$ cat config.mk
export PLATFORM = sky130hd
export DESIGN_NAME = mux_16b_two_input
export DESIGN_NICKNAME = d
export VERILOG_FILES = /design/src/rtl/mux_16b_two_input.sv
export SDC_FILE = /design/constraint.sdc
export NUM_CORES = 1
export LEC_CHECK = 0
export ABC_AREA = 1
export CAP_MARGIN = 20
export CELL_PAD_IN_SITES_DETAIL_PLACEMENT = 0
export CELL_PAD_IN_SITES_GLOBAL_PLACEMENT = 2
export CORE_MARGIN = 3
export CORE_UTILIZATION = 14
export DETAILED_ROUTE_END_ITERATION = 7
export PLACE_DENSITY_LB_ADDON = 0.1
export SLEW_MARGIN = 20
export SYNTH_ARGS = -nofsm -noshare
export SYNTH_HDL_FRONTEND = slang
export SYNTH_SLANG_ARGS = --single-unit
$ cat constraint.sdc
create_clock -name clk -period 1.2 [get_ports clk]
set_input_delay 0.12 -clock clk [delete_from_list [all_inputs] [get_ports clk]]
set_output_delay 0.12 -clock clk [all_outputs]
set_load 0.01 [all_outputs]
$ cat src/rtl/mux_16b_two_input.sv
// Word-wide 2:1 select for the accumulator datapath.
// Combinational result plus a one-cycle registered copy.
module mux_16b_two_input #(
  parameter int WIDTH = 16,
  parameter logic [WIDTH-1:0] RESET_VALUE = '0
) (
  input  logic             clk,
  input  logic             reset,
  input  logic [WIDTH-1:0] A,
  input  logic [WIDTH-1:0] B,
  input  logic             Op,
  output logic [WIDTH-1:0] Output,
  output logic [WIDTH-1:0] Output_q
);

  logic [WIDTH-1:0] sel;

  // Anything but a clean 1 on Op falls through to A.
  always_comb begin
    sel = A;
    if (Op == 1'b1) sel = B;
  end

  assign Output = sel;

  always_ff @(posedge clk or posedge reset) begin
    if (reset) Output_q <= RESET_VALUE;
    else       Output_q <= sel;
  end

endmodule

==> results.cfg, run 1 <==
[final_layout]
top_regs = Output_q x16
area_growth_pct = 120
final_nets = 185
largest_reg_flops = 16
antenna_cells = 0
drive_gt1_share_pct = 15.5
final_cells = 200
regMostFlops = Output_q

[place]
hpwl_um = 1760
dp_slack_ps = -542
place_inst = 196
gp_congestion = 0.591
portBuffers = 66

[drt]
wl_um = 2340
drt-initial-drc-count = 55
wl_per_cell_um = 11.7
drtAntennaViolNets = 0
vias = 716
vias_per_cell = 3.58
drtPass1Iterations = 3
route.detailed.drc = 0

[sta]
finalHoldViolations = 0
timing.slew.headroom_pct = 85.0
min_period_ps = 1110
finalSetupViolations = 0
final-max-slew-violation-count = 0
fmax_mhz = 900
grt_setup_unrepaired = no
min_period_over_period_pct = 92.6
worst_slew_pin_slew_ps = 225
worst_slack_ps = 88.3

[floorplanning]
die_h_um = 74.0
coreArea_mm2 = 0.00441
rows = 24
start_util_pct = 14.7
die_area_mm2 = 0.00548
io_pins = 67
die_w_um = 74.0

[pwr]
switching_share_pct = 26.0
pwr-share-seq_pct = 42.3
p_comb_share_pct = 27.8
cellInternalPower_mw = 1.03
switchingPower_uw = 360
pwr-share-clk_pct = 29.9
power.leakage_nw = 0.742
irDropWorstVdd_mv = 0.311
power_mw = 1.39
p_per_area_mw_per_mm2 = 975

[setup_path]
crit_arrival_ps = 990
critical_path.top_delay_family = buffers and inverters
path_cells = clkdlybuf4s50_1 -> nand2_2 -> nand2_1 -> dlygate4sd2_1
crit_buf_inv = 2
max_stage_delay_ps = 480
cp_slowest_cell = clkdlybuf4s50_1
cp_data_required_time_ps = 1080
crit_type = input port to primary output
cp-end-kind = primary output
path_max_fanout = 2
startpoint_type = input port

[global_routing]
grt.total_usage_pct = 8.79
grt_max_degree = 17
grt_overflow = 0
grt_pass1_vias = 721
grt_antenna_before_repair = 0
grt_first_pass_wirelength_um = 3590

[logic_synthesis]
ys_async_sr_fraction_pct = 100
synth.avg_cell_area_um2 = 9.39
yosysTopAreaCellShare_pct = 61.8
netlist_instances = 69
synth_area_leaders = dfrtp_1 62%, nand2_1 25%, nand2_2 4.8%
synthTopCellsByCount = 43 x nand2_1, 16 x dfrtp_1, 5 x nand2_2
synth_area_um2 = 648
synth_nets = 104
synth.distinct_cells = 7
ys.flop_type = dfrtp_1
synth_edf_count = 0
yosysTopAreaCell = dfrtp_1
synth_most_common_cell = nand2_1
ys_warn_count = 0
yosysSeqAreaShare_pct = 61.8
ys_ff_latch = 16

[clocking]
cts-buffers-inserted = 3
clk_pin_slew_ps = 70
cts_hold_buf = 0
htreeDepth = 1
clockBufferDepth = 2
postCtsSetupBuffers = 0
ctsResizeCount = 38
cts.sinks = 16
cts_root_buf = clkbuf_8
cts_tree = built

[job]
maxCapViolCount = 0

[worst_hold_path]
hold_class = input port to async pin

[run_status]
status = complete, no violations
==> metrics by stage <==
step / hold WS (ps) / utilization [%] / setup TNS, ps / area [um2]
after floorplan: 33.7 / - / 0 / 648
after global placement: 455 / 32.2 / -8190 / 1420
after detailed placement: 456 / 32.2 / -8830 / 1420
after CTS: 176 / 32.3 / 0 / 1420
after global routing: 207 / 32.3 / 0 / 1420
final: 174 / 32.3 / 0 / 1420
==> routing by layer <==
layer	global-route usage, %	up-vias	wire length (um)
met1	11.8	307	984
met4	4.23	0	25
met5	0	-	0
li1	-	365	-
met3	2.43	2	295
met2	13.0	42	1030
==> worst min-delay path, cell delays in order <==
cell             delay, ps
clkdlybuf4s50_1        390
inv_1                   50
buf_4                  240
==> cell usage in the layout (no fill, tap or decap) <==
| cell | n |
|---|---|
| dfrtp_1 | 16 |
| dlygate4sd2_1 | 32 |
| clkbuf_8 | 3 |
| buf_2 | 1 |
| inv_1 | 1 |
| clkdlybuf4s50_1 | 33 |
| nand2_1 | 43 |
| inv_4 | 1 |
| buf_4 | 12 |
| inv_6 | 1 |
| nand2_2 | 5 |
==> cell families after synthesis <==
logic type | synth area share, %
and+or+nand+nor | 29.7
buffers and inverters | 8.49
DFF | 61.8
==> power groups by stage <==
stage	logic [mW]	registers (mW)	clock network (mW)
6_report	0.386	0.587	0.415
5_1_grt	0.425	0.591	0.466
4_1_cts	0.397	0.587	0.445
3_5_place_dp	0.454	0.600	0
3_3_place_gp	0.456	0.599	0
2_1_floorplan	0.109	0.624	0
==> worst paths after layout <==
kind	start	slack [ps]	end	cells past startpoint
min in group clk	Op	290	Output_q[0]	4
min	reset	170	Output_q[7]	3
max	A[11]	90	Output[11]	4
max in group asynchronous	reset	840	Output_q[3]	3
==> area by class of cell <==
type                       count  area (um2)
timing repair buffer          78         706
multi-input combinational     48         193
sequential                    16         400
tap                           52        65.1
inverter                       2        12.5
timing repair inverter         1        6.26
fill                         461        2990
clock buffer                   3        41.3
Power figures use the tool's default switching activity.
==> run 2: changes to the inputs <==
--- a/config.mk
+++ b/config.mk
@@ -11,6 +11,7 @@
 export CELL_PAD_IN_SITES_GLOBAL_PLACEMENT = 2
 export CORE_MARGIN = 3
 export CORE_UTILIZATION = 14
+export CTS_CLUSTER_DIAMETER = 200
 export DETAILED_ROUTE_END_ITERATION = 7
 export PLACE_DENSITY_LB_ADDON = 0.1
 export SLEW_MARGIN = 20
==> results of run 2 <==
Final layout, timing and power as in run 1 (identical DEF).
